==> config.mk <==
export PLATFORM = sky130hd
export DESIGN_NAME = exe_stage
export DESIGN_NICKNAME = d
export VERILOG_FILES = /design/src/rtl/exe_stage.sv
export SDC_FILE = /design/constraint.sdc
export NUM_CORES = 1
export LEC_CHECK = 0
export BUFFER_PORTS_ARGS = -buffer_cell sky130_fd_sc_hd__buf_2
export CAP_MARGIN = 20
export CORE_ASPECT_RATIO = 0.7
export CORE_MARGIN = 8
export CORE_UTILIZATION = 39
export DETAILED_ROUTE_END_ITERATION = 10
export GPL_ROUTABILITY_DRIVEN = 0
export SYNTH_ARGS = -nofsm -noshare
export SYNTH_HDL_FRONTEND = slang
export SYNTH_SLANG_ARGS = --single-unit
export TNS_END_PERCENT = 5
==> constraint.sdc <==
create_clock -name clk -period 4.8 [get_ports clk]
set_input_delay 0.48 -clock clk [delete_from_list [all_inputs] [get_ports clk]]
set_output_delay 0.48 -clock clk [all_outputs]
set_load 0.03 [all_outputs]
==> src/rtl/exe_stage.sv <==
// exe_stage: pipeline execute stage (ALU, data-SRAM request, bypass bus); optional EXE_ALIGN_CHECK_EN gates misaligned ld.w/st.w
module exe_stage #(
   parameter int ID_BUS_W  = 180,
   parameter int MEM_BUS_W = 71,
   parameter int WR_BUS_W  = 39
) (
   input  logic                 clk,
   input  logic                 resetn,
   input  logic                 ID_to_EXE_valid,
   output logic                 EXE_allow_in,
   input  logic [ID_BUS_W-1:0]  ID_to_EXE_bus,
   input  logic                 MEM_allow_in,
   output logic                 EXE_to_MEM_valid,
   output logic [MEM_BUS_W-1:0] EXE_to_MEM_bus,
   output logic [WR_BUS_W-1:0]  EXE_wr_bus,
   output logic                 data_sram_en,
   output logic [3:0]           data_sram_we,
   output logic [31:0]          data_sram_addr,
   output logic [31:0]          data_sram_wdata,
   output logic                 exe_ale
);
   typedef struct packed {
      logic [11:0] alu_op;
      logic [31:0] src1;
      logic [31:0] src2;
      logic        res_from_mem;
      logic        gr_we;
      logic        mem_we;
      logic [4:0]  dest;
      logic [31:0] rkd;
      logic [31:0] pc;
   } exe_bus_t;
   exe_bus_t    ir;
   logic        valid;
   logic [31:0] alu_result;
   logic        mem_op;
   logic        sram_go;
   logic        unused_inst;
   // the instruction word is not needed past decode
   assign unused_inst      = ^ID_to_EXE_bus[31:0];
   assign EXE_allow_in     = ~valid | MEM_allow_in;
   assign EXE_to_MEM_valid = valid;
   assign mem_op           = ir.res_from_mem | ir.mem_we;
`ifdef EXE_ALIGN_CHECK_EN
   assign exe_ale = valid & mem_op & (alu_result[1:0] != 2'b00);
`else
   assign exe_ale = 1'b0;
`endif
   // a request fires only in the cycle MEM takes the instruction, so stalls never duplicate it
   assign sram_go          = valid & MEM_allow_in & ~exe_ale;
   assign data_sram_en     = sram_go & mem_op;
   assign data_sram_we     = {4{sram_go & ir.mem_we}};
   assign data_sram_addr   = alu_result;
   assign data_sram_wdata  = ir.rkd;
   assign EXE_to_MEM_bus   = {ir.res_from_mem, ir.gr_we, ir.dest, alu_result, ir.pc};
   assign EXE_wr_bus       = {ir.gr_we & valid, ir.dest, alu_result, ir.res_from_mem & valid};
   // valid flag advances whenever EXE can take a new slot
   always_ff @(posedge clk or negedge resetn) begin
      if (!resetn) valid <= 1'b0;
      else if (EXE_allow_in) valid <= ID_to_EXE_valid;
   end
   // instruction register loads only on a real handshake and holds through stalls
   always_ff @(posedge clk or negedge resetn) begin
      if (!resetn) ir <= '0;
      else if (ID_to_EXE_valid & EXE_allow_in) ir <= ID_to_EXE_bus[ID_BUS_W-1:32];
   end
   // one-hot AND-OR select; an all-zero alu_op yields 0
   always_comb begin
      alu_result = ({32{ir.alu_op[0]}}  & (ir.src1 + ir.src2))
                 | ({32{ir.alu_op[1]}}  & (ir.src1 - ir.src2))
                 | ({32{ir.alu_op[2]}}  & {31'd0, $signed(ir.src1) < $signed(ir.src2)})
                 | ({32{ir.alu_op[3]}}  & {31'd0, ir.src1 < ir.src2})
                 | ({32{ir.alu_op[4]}}  & (ir.src1 & ir.src2))
                 | ({32{ir.alu_op[5]}}  & ~(ir.src1 | ir.src2))
                 | ({32{ir.alu_op[6]}}  & (ir.src1 | ir.src2))
                 | ({32{ir.alu_op[7]}}  & (ir.src1 ^ ir.src2))
                 | ({32{ir.alu_op[8]}}  & (ir.src1 << ir.src2[4:0]))
                 | ({32{ir.alu_op[9]}}  & (ir.src1 >> ir.src2[4:0]))
                 | ({32{ir.alu_op[10]}} & 32'($signed(ir.src1) >>> ir.src2[4:0]))
                 | ({32{ir.alu_op[11]}} & ir.src2);
   end
endmodule

==> flow_metrics.env <==
export IMPL_cts_root_buf="clkbuf_16"
export IMPL_synthTopCellsByArea="dfrtp_1 (24%), mux2_2 (12%), ha_1 (7.8%), buf_4 (7.3%), mux2i_1 (5.2%)"
export IMPL_drtIter0Drc=2372
export IMPL_ys_ff_latch=149
export IMPL_h_tree_depth=4
export IMPL_r2r_start="EXE_to_MEM_valid$_DFFE_PN0N_"
export IMPL_rows=61
export IMPL_ant_nets=0
export IMPL_synth_edf_count=0
export IMPL_worst_slack_ns=0.102
export IMPL_crit_fanout=31
export IMPL_start_kind="flip-flop"
export IMPL_cp_arrival_ns=4.22
export IMPL_cts_sinks=149
export IMPL_wl_mm=58.3
export IMPL_yosysWarnings=0
export IMPL_synth_most_common_cell="mux2_2"
export IMPL_min_period_ns=4.70
export IMPL_grt_setup_unrepaired="yes"
export IMPL_power_density_nw_per_um2=449
export IMPL_crit_path_top_delay_cell="dfrtp_4"
export IMPL_coreArea_sq_um=39600
export IMPL_relSlewSlack=0.393
export IMPL_met3_length_mm=7.17
export IMPL_syn_cell_area_sq_um=15700
export IMPL_dp_slack_ns=0.418
export IMPL_period_share=0.979
export IMPL_die_h_microns=184
export IMPL_antenna_found_initial=4
export IMPL_first_pass_iters=11
export IMPL_drive_gt1_frac=0.333
export IMPL_setup_viol=0
export IMPL_drc=0
export IMPL_yosysSeqAreaShare=0.238
export IMPL_numCtsBuffers=17
export IMPL_syn_num_nets=2084
export IMPL_maxCapViolCount=0
export IMPL_drt_met1_wl_mm=25.5
export IMPL_grt_start_max_net_pins=89
export IMPL_grt_pass1_wl_mm=86.9
export IMPL_fp_dieW_microns=255
export IMPL_start_util=0.395
export IMPL_crit_type="reg2out"
export IMPL_hpwl_mm=44.6
export IMPL_num_io_pins=366
export IMPL_wl_met2_mm=23.7
export IMPL_yosysTopAreaCell="dfrtp_1"
export IMPL_finalNetCount=2220
export IMPL_highest_layer="met5"
export IMPL_synth_cells=1801
export IMPL_grt_usage=0.236
export IMPL_cp_required_ns=4.32
export IMPL_dp_cells=2453
export IMPL_max_stage_delay_ns=0.59
export IMPL_syn2layout_area_growth_pct=10.7
export IMPL_yosys_top_cells_count="mux2_2 (173), buf_4 (152), dfrtp_1 (149), nand2_1 (138), nor2_1 (120)"
export IMPL_final_hold_viol_count=0
export IMPL_synth_top_cell_area_share=0.238
export IMPL_vias=15000
export IMPL_hold_path_class="in2async"
export IMPL_design_area_sq_um=17300
export IMPL_r2r_cells=4
export IMPL_avgSynthCellArea_sq_um=8.69
export IMPL_ys_flop_type="dfrtp_1"
export IMPL_crit_path_cell_trace="inv_1 -> buf_6 -> ha_2 -> inv_2 -> a221oi_1 -> o32a_2 -> a21oi_1 -> o31a_1 -> o31a_1 -> a211o_1 -> a211o_1 -> buf_2"
export IMPL_cellLeakagePower_nw=7.78
export IMPL_die_area_sq_um=46900
export IMPL_avgRoutedWirePerCell_microns=23.5
export IMPL_overflow=0
export IMPL_hold_slack_ns=0.00853
export IMPL_max_vdd_ir_drop_v=0.000337
export IMPL_tightest_slew_ns=0.901
export IMPL_fin_cells=2486
export IMPL_viasPerCell=6.02
export IMPL_fmax_mhz=213
export IMPL_post_cts_buffers=0
export IMPL_tritoncts="done"
export IMPL_clk_pin_slew_ns=0.07
export IMPL_clockBufferDepth=2
export IMPL_fin_skew_ns=0.00738
export IMPL_drv_slew=0
export IMPL_rrSetupSlack_ns=2.48
export IMPL_clkLatencyLatePin_ns=0.46
export IMPL_fin_total_pwr_w=0.00778
export IMPL_status="finished, final reports clean"
export IMPL_r2r_end="ir[79]$_DFFE_PN0P_"
export IMPL_synth_distinct_cells=96
export IMPL_place_area_sq_um=16700
export IMPL_cp_end_kind="output port"
export IMPL_grt_pass1_vias=14000
export IMPL_async_reset_ff_frac=1.00
export IMPL_numPortBuffers=332
==> registers in the layout, indices dropped and copies added, names as in the netlist <==
signal	count
ir	77
EXE_to_MEM_bus	39
data_sram_wdata	32
EXE_to_MEM_valid	1
==> layout by cell type, fill, tap and decap left out, types with 6 or more instances in the layout <==
cell         n
a211o_1      8
a211oi_1    24
a21o_1      14
a21oi_1    117
a221o_1      6
a221oi_1    15
a222oi_1    27
a22oi_1     10
a311oi_1     6
a31oi_1     17
and2_1      10
and3_1      16
buf_2      331
buf_4       46
clkbuf_16   17
dfrtp_1    143
ha_1        95
inv_1      104
mux2_2     173
mux2i_1     81
mux4_2      15
nand2_1    137
nand2b_1    14
nand3_1     34
nand4_1     11
nor2_1     120
nor2b_1     17
nor3_1      14
o2111ai_1    6
o211a_1      6
o211ai_1    16
o21ai_0     96
o21bai_1     8
o221ai_1    12
o22ai_1      8
o31ai_1      7
or2_2        6
or3_1        9
xnor2_1     24
==> power breakdown <==
group	switching (W)	internal, W
Clock	0.000618	0.000755
Combinational	0.00311	0.00163
Sequential	0.000227	0.00144
==> stage by stage <==
step | TNS, ns | util
3_5_place_dp | 0 | 0.421
2_1_floorplan | -0.359 | -
3_3_place_gp | 0 | 0.421
4_1_cts | 0 | 0.436
6_report | 0 | 0.437
5_1_grt | -0.0458 | 0.437
==> worst max path at each step <==
stage / startpoint / endpoint / cells after the start
after global routing: ir[75]$_DFFE_PN0P_ / EXE_to_MEM_bus[52] / 12
final: ir[75]$_DFFE_PN0P_ / EXE_to_MEM_bus[52] / 12
after global placement: ir[75]$_DFFE_PN0P_ / data_sram_addr[25] / 11
after floorplan: ir[75]$_DFFE_PN0P_ / EXE_wr_bus[26] / 15
after detailed placement: ir[112]$_DFFE_PN0P_ / data_sram_addr[25] / 11
after CTS: ir[108]$_DFFE_PN0P_ / data_sram_addr[26] / 11
==> logic make-up after synthesis <==
| group | after synthesis | share of synthesized area |
|---|---|---|
| compound gates | 464 | 0.207 |
| xor+xnor | 27 | 0.0151 |
| buf+inv | 372 | 0.135 |
| flops | 149 | 0.238 |
| simple gates | 419 | 0.125 |
| fa+ha+maj | 99 | 0.0801 |
| other cells | 1 | 0.000240 |
| mux | 270 | 0.199 |
==> what timing repair did <==
action | in CTS | in global routing
setup endpoints to repair | 3 | 30
pin swaps | 0 | 2
gates resized for setup | 1 | 13
hold buffers | 0 | 0
==> cell type report <==
cell class                 count  area, sq um
timing repair buffer         381         2060
fill                        3991        22300
antenna                        1         2.50
clock buffer                  19          453
tap                          535          669
inverter                     108          405
sequential                   149         3740
multi-input combinational   1280         9870
clock inverter                13          135
==> critical path: cells and delay by family (launching register included) <==
kind	cells	cell delay, ns
flip-flops	1	0.59
AO/OA/AOI/OAI	7	2.18
buffers and inverters	4	0.68
adder cells (fa/ha/maj)	1	0.30
==> metal layers <==
layer / vias to the layer above / GRT usage
met3: 129 / 0.0810
met1: 7183 / 0.334
met4: 6 / 0.0804
met5: - / 0
li1: 6668 / -
met2: 979 / 0.329
(Power assumes the default switching activity.)
